<file path="config.mk">
export PLATFORM = sky130hd
export DESIGN_NAME = uart_rx_fifo
export DESIGN_NICKNAME = d
export VERILOG_FILES = /design/src/rtl/uart_rx_pkg.sv /design/src/rtl/uart_rx_fifo_buf.sv /design/src/rtl/uart_rx_fifo.sv
export SDC_FILE = /design/constraint.sdc
export NUM_CORES = 1
export LEC_CHECK = 0
export ABC_AREA = 1
export BUFFER_PORTS_ARGS = -buffer_cell sky130_fd_sc_hd__buf_2
export CAP_MARGIN = 40
export CELL_PAD_IN_SITES_DETAIL_PLACEMENT = 2
export CELL_PAD_IN_SITES_GLOBAL_PLACEMENT = 2
export CORE_MARGIN = 2
export CORE_UTILIZATION = 38
export CTS_CLUSTER_DIAMETER = 150
export DETAILED_ROUTE_END_ITERATION = 12
export PLACE_DENSITY_LB_ADDON = 0.3
export RECOVER_POWER = 50
export SYNTH_ARGS = -nofsm -noshare
export SYNTH_HDL_FRONTEND = slang
export SYNTH_SLANG_ARGS = --single-unit
export TNS_END_PERCENT = 5
</file>
<file path="constraint.sdc">
create_clock -name clk -period 3.47 [get_ports clk]
set_input_delay 0.8675 -clock clk [delete_from_list [all_inputs] [get_ports clk]]
set_output_delay 0.8675 -clock clk [all_outputs]
set_load 0.02 [all_outputs]
</file>
<file path="src/rtl/uart_rx_pkg.sv">
// uart_rx_pkg: shared types for the UART receive slice.
// Frame states, parity modes, FIFO entry layout, majority helper.
package uart_rx_pkg;

  typedef enum logic [2:0] {
    IDLE,
    START,
    DATA,
    PARITY,
    STOP,
    BREAK
  } state_e;

  localparam int PAR_NONE = 0;
  localparam int PAR_ODD  = 1;
  localparam int PAR_EVEN = 2;

  localparam int MAX_DATA_BITS = 9;

  typedef struct packed {
    logic                     frame_err;
    logic                     parity_err;
    logic [MAX_DATA_BITS-1:0] data;
  } rx_entry_t;

  function automatic logic maj3(
    input logic a,
    input logic b,
    input logic c
  );
    return (a & b) | (a & c) | (b & c);
  endfunction

endpackage

</file>
<file path="src/rtl/uart_rx_fifo_buf.sv">
// uart_rx_fifo_buf: first-word-fall-through FIFO with occupancy.
// A push into a full FIFO is taken only when a pop frees the slot.
module uart_rx_fifo_buf #(
  parameter  int WIDTH = 10,
  parameter  int DEPTH = 16,
  localparam int AW    = $clog2(DEPTH)
) (
  input  logic             clk,
  input  logic             aresetn,
  input  logic             push,
  input  logic [WIDTH-1:0] wdata,
  input  logic             pop,
  output logic [WIDTH-1:0] rdata,
  output logic             full,
  output logic             empty,
  output logic [AW:0]      level
);

  localparam logic [AW:0] FULL_LVL = DEPTH[AW:0];

  logic [WIDTH-1:0] mem_q [DEPTH];
  logic [WIDTH-1:0] mem_d [DEPTH];
  logic [AW-1:0]    wr_ptr_q, wr_ptr_d;
  logic [AW-1:0]    rd_ptr_q, rd_ptr_d;
  logic [AW:0]      level_q, level_d;
  logic             wr_en, rd_en;

  // pointer, occupancy and storage update
  always_comb begin
    full     = (level_q == FULL_LVL);
    empty    = (level_q == '0);
    rd_en    = pop & ~empty;
    wr_en    = push & (~full | rd_en);
    mem_d    = mem_q;
    wr_ptr_d = wr_ptr_q;
    rd_ptr_d = rd_ptr_q;
    if (wr_en) begin
      mem_d[wr_ptr_q] = wdata;
      wr_ptr_d        = wr_ptr_q + AW'(1);
    end
    if (rd_en) rd_ptr_d = rd_ptr_q + AW'(1);
    level_d = level_q + (AW+1)'(wr_en) - (AW+1)'(rd_en);
  end

  // state registers
  always_ff @(posedge clk or negedge aresetn) begin
    if (!aresetn) begin
      mem_q    <= '{default: '0};
      wr_ptr_q <= '0;
      rd_ptr_q <= '0;
      level_q  <= '0;
    end else begin
      mem_q    <= mem_d;
      wr_ptr_q <= wr_ptr_d;
      rd_ptr_q <= rd_ptr_d;
      level_q  <= level_d;
    end
  end

  assign rdata = mem_q[rd_ptr_q];
  assign level = level_q;

endmodule

</file>
<file path="src/rtl/uart_rx_fifo.sv">
// uart_rx_fifo: UART receiver with glitch/parity/framing/break checks.
// Define UART_RX_MAJORITY_EN for 2-of-3 mid-bit voting.
module uart_rx_fifo
  import uart_rx_pkg::*;
#(
  parameter int CLKS_PER_BIT = 106,
  parameter int DATA_BITS    = 8,
  parameter int PARITY_MODE  = 0,
  parameter int STOP_BITS    = 1,
  parameter int FIFO_DEPTH   = 16
) (
  input  logic                        clk,
  input  logic                        aresetn,
  input  logic                        rx,
  output logic [DATA_BITS-1:0]        m_data,
  output logic                        m_frame_err,
  output logic                        m_parity_err,
  output logic                        m_valid,
  input  logic                        m_ready,
  output logic                        overflow,
  input  logic                        clear_overflow,
  output logic [$clog2(FIFO_DEPTH):0] fifo_level,
  output logic                        busy
);

  localparam int CW    = $clog2(CLKS_PER_BIT);
  localparam int IW    = 4;
  localparam int WIDTH = DATA_BITS + 2;
`ifdef UART_RX_MAJORITY_EN
  localparam int START_CNT = CLKS_PER_BIT / 2;
`else
  localparam int START_CNT = CLKS_PER_BIT / 2 - 1;
`endif
  localparam logic [CW-1:0] START_RELOAD = CW'(START_CNT);
  localparam logic [CW-1:0] BIT_RELOAD   = CW'(CLKS_PER_BIT - 1);
  localparam logic [IW-1:0] DATA_LAST    = IW'(DATA_BITS - 1);
  localparam logic [IW-1:0] STOP_LAST    = IW'(STOP_BITS - 1);

  logic sync1_q, sync1_d;
  logic rx_s_q, rx_s_d;
  logic rx_prev_q, rx_prev_d;
  logic fall, bit_s;

  // two-flop synchroniser plus one history flop for edge detect
  always_comb begin
    sync1_d   = rx;
    rx_s_d    = sync1_q;
    rx_prev_d = rx_s_q;
  end

  // synchroniser registers idle high
  always_ff @(posedge clk or negedge aresetn) begin
    if (!aresetn) begin
      sync1_q   <= 1'b1;
      rx_s_q    <= 1'b1;
      rx_prev_q <= 1'b1;
    end else begin
      sync1_q   <= sync1_d;
      rx_s_q    <= rx_s_d;
      rx_prev_q <= rx_prev_d;
    end
  end

  assign fall = rx_prev_q & ~rx_s_q;

`ifdef UART_RX_MAJORITY_EN
  logic rx_prev2_q;

  // extra history flop so mid-1, mid, mid+1 are visible together
  always_ff @(posedge clk or negedge aresetn) begin
    if (!aresetn) rx_prev2_q <= 1'b1;
    else          rx_prev2_q <= rx_prev_q;
  end

  assign bit_s = maj3(rx_prev2_q, rx_prev_q, rx_s_q);
`else
  assign bit_s = rx_s_q;
`endif

  state_e               state_q, state_d;
  logic [CW-1:0]        cnt_q, cnt_d;
  logic [IW-1:0]        idx_q, idx_d;
  logic [DATA_BITS-1:0] shreg_q, shreg_d;
  logic                 par_err_q, par_err_d;
  logic                 frm_err_q, frm_err_d;
  logic                 overflow_q, overflow_d;
  logic                 tick, fe, push;
  rx_entry_t            push_e;

  assign tick = (cnt_q == '0);

  // frame sequencer: next state, sampling and push request
  always_comb begin
    state_d   = state_q;
    cnt_d     = cnt_q;
    idx_d     = idx_q;
    shreg_d   = shreg_q;
    par_err_d = par_err_q;
    frm_err_d = frm_err_q;
    push      = 1'b0;
    push_e    = '0;
    fe        = frm_err_q | ~bit_s;
    if (!tick) cnt_d = cnt_q - CW'(1);
    unique case (state_q)
      IDLE: begin
        if (fall) begin
          state_d   = START;
          cnt_d     = START_RELOAD;
          par_err_d = 1'b0;
          frm_err_d = 1'b0;
        end
      end
      START: begin
        if (tick) begin
          cnt_d = BIT_RELOAD;
          idx_d = DATA_LAST;
          state_d = bit_s ? IDLE : DATA;
        end
      end
      DATA: begin
        if (tick) begin
          cnt_d   = BIT_RELOAD;
          shreg_d = {bit_s, shreg_q[DATA_BITS-1:1]};
          idx_d   = idx_q - IW'(1);
          if (idx_q == '0) begin
            idx_d   = STOP_LAST;
            state_d = (PARITY_MODE != PAR_NONE) ? PARITY : STOP;
          end
        end
      end
      PARITY: begin
        if (tick) begin
          cnt_d   = BIT_RELOAD;
          state_d = STOP;
          if (PARITY_MODE == PAR_ODD)
            par_err_d = ~(^{shreg_q, bit_s});
          else
            par_err_d = ^{shreg_q, bit_s};
        end
      end
      STOP: begin
        if (tick) begin
          cnt_d     = BIT_RELOAD;
          frm_err_d = fe;
          idx_d     = idx_q - IW'(1);
          if (idx_q == '0) begin
            push              = 1'b1;
            push_e.frame_err  = fe;
            push_e.parity_err = par_err_q;
            push_e.data       = MAX_DATA_BITS'(shreg_q);
            state_d           = fe ? BREAK : IDLE;
          end
        end
      end
      BREAK: begin
        if (rx_s_q) state_d = IDLE;
      end
      default: state_d = IDLE;
    endcase
  end

  // sequencer registers
  always_ff @(posedge clk or negedge aresetn) begin
    if (!aresetn) begin
      state_q   <= IDLE;
      cnt_q     <= '0;
      idx_q     <= '0;
      shreg_q   <= '0;
      par_err_q <= 1'b0;
      frm_err_q <= 1'b0;
    end else begin
      state_q   <= state_d;
      cnt_q     <= cnt_d;
      idx_q     <= idx_d;
      shreg_q   <= shreg_d;
      par_err_q <= par_err_d;
      frm_err_q <= frm_err_d;
    end
  end

  logic [WIDTH-1:0] wdata, rdata;
  logic             full, empty, pop, drop;
  logic             unused_hi;

  assign wdata = {push_e.frame_err, push_e.parity_err,
                  push_e.data[DATA_BITS-1:0]};
  assign unused_hi = ^push_e.data;
  assign pop  = m_valid & m_ready;
  assign drop = push & full & ~pop;

  uart_rx_fifo_buf #(
    .WIDTH (WIDTH),
    .DEPTH (FIFO_DEPTH)
  ) u_buf (
    .clk     (clk),
    .aresetn (aresetn),
    .push    (push),
    .wdata   (wdata),
    .pop     (pop),
    .rdata   (rdata),
    .full    (full),
    .empty   (empty),
    .level   (fifo_level)
  );

  // sticky overflow; a same-cycle drop beats the clear
  always_comb begin
    overflow_d = overflow_q;
    if (clear_overflow) overflow_d = 1'b0;
    if (drop)           overflow_d = 1'b1;
  end

  // overflow register
  always_ff @(posedge clk or negedge aresetn) begin
    if (!aresetn) overflow_q <= 1'b0;
    else          overflow_q <= overflow_d;
  end

  assign m_valid      = ~empty;
  assign m_data       = rdata[DATA_BITS-1:0];
  assign m_parity_err = rdata[DATA_BITS];
  assign m_frame_err  = rdata[DATA_BITS+1];
  assign overflow     = overflow_q;
  assign busy         = (state_q != IDLE);

endmodule

</file>
==> results by group <==
Place
  – Routability cong.: 0.796
  – Placed Area: between 10000 and 15000 um^2
  – DP HPWL: about 24000 um
  – Port buffer count: 22
  – Post-place setup slack: 618 ps
  – Placed insts: 1676

Floorplanning
  – Die ar.: 28700 um^2
  – # rows: 60
  – I/O pins: 23
  – Core area: between 20000 and 30000 um^2
  – Chip height: around 170 um
  – Die width: between 150 and 200 um
  – Starting Density: 0.386

Global routing
  – Met2 usage: 0.481
  – Grt met3 use: 0.0287
  – Met1 GRT Util: 0.361
  – Antenna violations before repair: 1
  – Global routing's busiest layer: met2
  – Largest net degree at the start of global routing: 91
  – Vias in the first global route: ~11000
  – Global route total overflow: 0
  – Total GRT Usage: 0.277
  – First-pass GRT wire length: 62200 um

Timing
  – Period utilization: 0.947
  – Post-route setup TNS: 0 ps
  – Max frequency: 304 MHz
  – Worst slew margin: -0.609
  – Max Clock Skew: about 11 ps
  – Min setup slack post-route: between 150 and 200 ps
  – Final hold vios: 0
  – Setup violations, final: 0
  – Final worst hold slack: around 370 ps
  – Fin. max-slew vios: 91
  – RSZ-0062 raised after global routing: false
  – Final Critical Period: between 3000 and 4000 ps
  – Worst Tran Pin Value: 2410 ps

CTS
  – Num CTS Buffers: 25
  – Clock latency on the worst-skew pair: 530 ps
  – H-tree Lvls: 1
  – Number of setup buffers added after CTS: 0
  – CTS clk-pin slew, worst paths: 60 ps
  – Clock Path Buffers: 3
  – TritonCTS clock tree: yes
  – CTS root buf: clkbuf_16
  – Post-CTS sizing: 0
  – Clock Sinks: between 200 and 250
  – Post-CTS Hold Fix Bufs: 0

Layout
  – Layout Cells excl Fill: between 1500 and 2000
  – Ant. Diodes: 0
  – Share of cells above drive strength 1: 0.0983
  – Total Nets Final: ~1400
  – Fin area: around 12000 um^2
  – Area growth, synth to finish: 13.1%
  – Post-layout util: 0.437

Worst setup path
  – Worst setup SP type: flop
  – CP max FO: 41
  – Slowest cell on the critical path: dfrtp_2
  – R2r setup slk: 420 ps
  – Cell mode on critical path: nor2_1
  – Largest stage delay, worst path: between 400 and 500 ps
  – R2R cell count: 10
  – WS Path Type: reg -> out
  – Top Family by Delay on Critical Path: buffers and inverters
  – WP buf/inv: 3
  – CP Capture Type: output pin
  – Worst Path Required: between 2000 and 3000 ps
  – CP cell instances: inv_2 -> buf_12 -> nor2_1 -> nor2_1 -> o21ai_0 -> o211ai_1 -> nand3_1 -> nand2_1 -> buf_2
  – R2r endpoint: u_buf.mem_q[49]
  – Arr. time, crit path: about 2400 ps
  – Critical R2R Launch: cnt_q[0]

Routing
  – Drt initial violations: between 600 and 700
  – Per-cell routed wire length: 22.4 um
  – Total Wirelength: around 38000 um
  – DR pass1 iterations: 5
  – Via count: approximately 9700
  – Vias per cell: roughly 5.7
  – Drt drc: 0
  – Post-DRT Antenna Nets: 0

Yosys
  – Synthesized Nets: ~1400
  – Mapped cell area: approximately 10000 um^2
  – Synth warn: 0
  – Async set or reset register ratio after synthesis: 1.00
  – Library cells used by synthesis: 36
  – Main synth FF type: dfrtp_1
  – Mean area per synthesized cell: 7.73 um^2
  – Sequential share of the synthesized area: 0.485
  – Flops & latches, synth: 201
  – Synth Instances: approximately 1300
  – EDFF count, synth: 0

Job
  – Max-cap violation count: 1

Power and ir drop
  – PwrDens: a little over 700 nW/um^2
  – Internal power: between 5 and 6 mW
  – Peak VDD IR: ~0.00033 V
  – Sequential share of power: 0.319
  – Switching power: between 3 and 4 mW
  – Overall power: roughly 8.4 mW
  – Clk pwr share: 0.308
  – Logic gate share of total power: 0.372
  – Net switching fraction of the power: 0.404
  – LEAKAGE: a little over 6 nW

Hold path
  – Hold_sp: rx_s_d
  – HP Class: reg -> reg
  – Cell count of the worst hold path: 0
  – Min-Delay Endpoint: bit_s

Outcome
  – Status: finished with violations
  – Violated checks: max-capacitance violations, max-slew violations
layout by cell type (no fill, tap or decap), types with 21 or more instances in the layout:
cell type  synthesis  final
buf_4              8     41
o211ai_1          40     40
dfrtp_1          198    196
buf_2             31     21
clkbuf_16          0     25
nand2_1          424    424
nor2_1           149    149
inv_1             65     64
nand3_1          186    187
o21ai_0          114    114
layer usage:
| layer | routed length [um] | part of all wire |
|---|---|---|
| met1 | 17000 | 0.44 |
| met2 | 19000 | 0.49 |
| met3 | 1120 | 0.029 |
| met4 | 1340 | 0.035 |
| met5 | 18 | 0.00047 |
final cells by class:
class	count	area, um^2
tap	341	427
fill	3077	15100
inverter	66	248
clock buffer	35	723
clock inverter	4	70.1
multi-input combinational	994	4710
sequential	201	5040
timing repair buffer	74	539
cell families (layout without fill, tap and decap cells):
kind of cell,Yosys count,count (layout),synth area share
adder cells (fa/ha/maj),16,16,0.0200
AO/OA/AOI/OAI,172,172,0.0941
AND/OR/NAND/NOR,792,792,0.328
XOR/XNOR,14,14,0.0118
buffers and inverters,149,179,0.0616
flip-flops,201,201,0.485
power groups by stage:
stage / Combinational, mW / Clock, mW / Sequential, mW
2_1_floorplan: 1.95 / 0 / 2.66
3_3_place_gp: 2.98 / 0 / 2.71
3_5_place_dp: 3.10 / 0 / 2.72
4_1_cts: 3.17 / 2.65 / 2.69
5_1_grt: 3.48 / 2.73 / 2.70
6_report: 3.14 / 2.60 / 2.69
worst max-delay path by stage:
stage                      start              to  slack, ps  cells after the start
3_5_place_dp            cnt_q[0]  u_buf.level[4]        620                     12
3_3_place_gp             m_ready  u_buf.level[4]        780                     11
5_1_grt        u_buf.rd_ptr_q[1]       m_data[1]         70                      8
4_1_cts        u_buf.rd_ptr_q[0]       m_data[2]        160                      9
6_report       u_buf.rd_ptr_q[0]       m_data[2]        180                      9
2_1_floorplan           cnt_q[0]  u_buf.level[4]        800                     14
synthesized netlist by cell type (all sizes together), types with 2 or more instances:
| library cell | instances | area, um^2 |
|---|---|---|
| clkbuf | 41 | 154 |
| nor2 | 151 | 577 |
| a21oi | 11 | 55.1 |
| dfrtp | 198 | 4950 |
| nand4 | 3 | 18.8 |
| buf | 42 | 238 |
| nand2 | 435 | 1710 |
| o21ai | 114 | 571 |
| nand3 | 187 | 941 |
| o211ai | 40 | 300 |
| dfstp | 3 | 78.8 |
| ha | 15 | 188 |
| nor3 | 14 | 145 |
| xor2 | 10 | 87.6 |
| xnor2 | 4 | 35.0 |
| nor4 | 2 | 12.5 |
| inv | 65 | 244 |
registers in the layout, summed over array words and instances, names as in the netlist:
name	count
bit_s	1
cnt_q	7
frm_err_q	1
idx_q	4
overflow	1
par_err_q	1
rx_prev_q	1
rx_s_d	1
shreg_q	8
state_q	3
u_buf.level	5
u_buf.mem_q	160
u_buf.rd_ptr_q	4
u_buf.wr_ptr_q	4
Note: power is estimated with default switching activity, not from simulation.
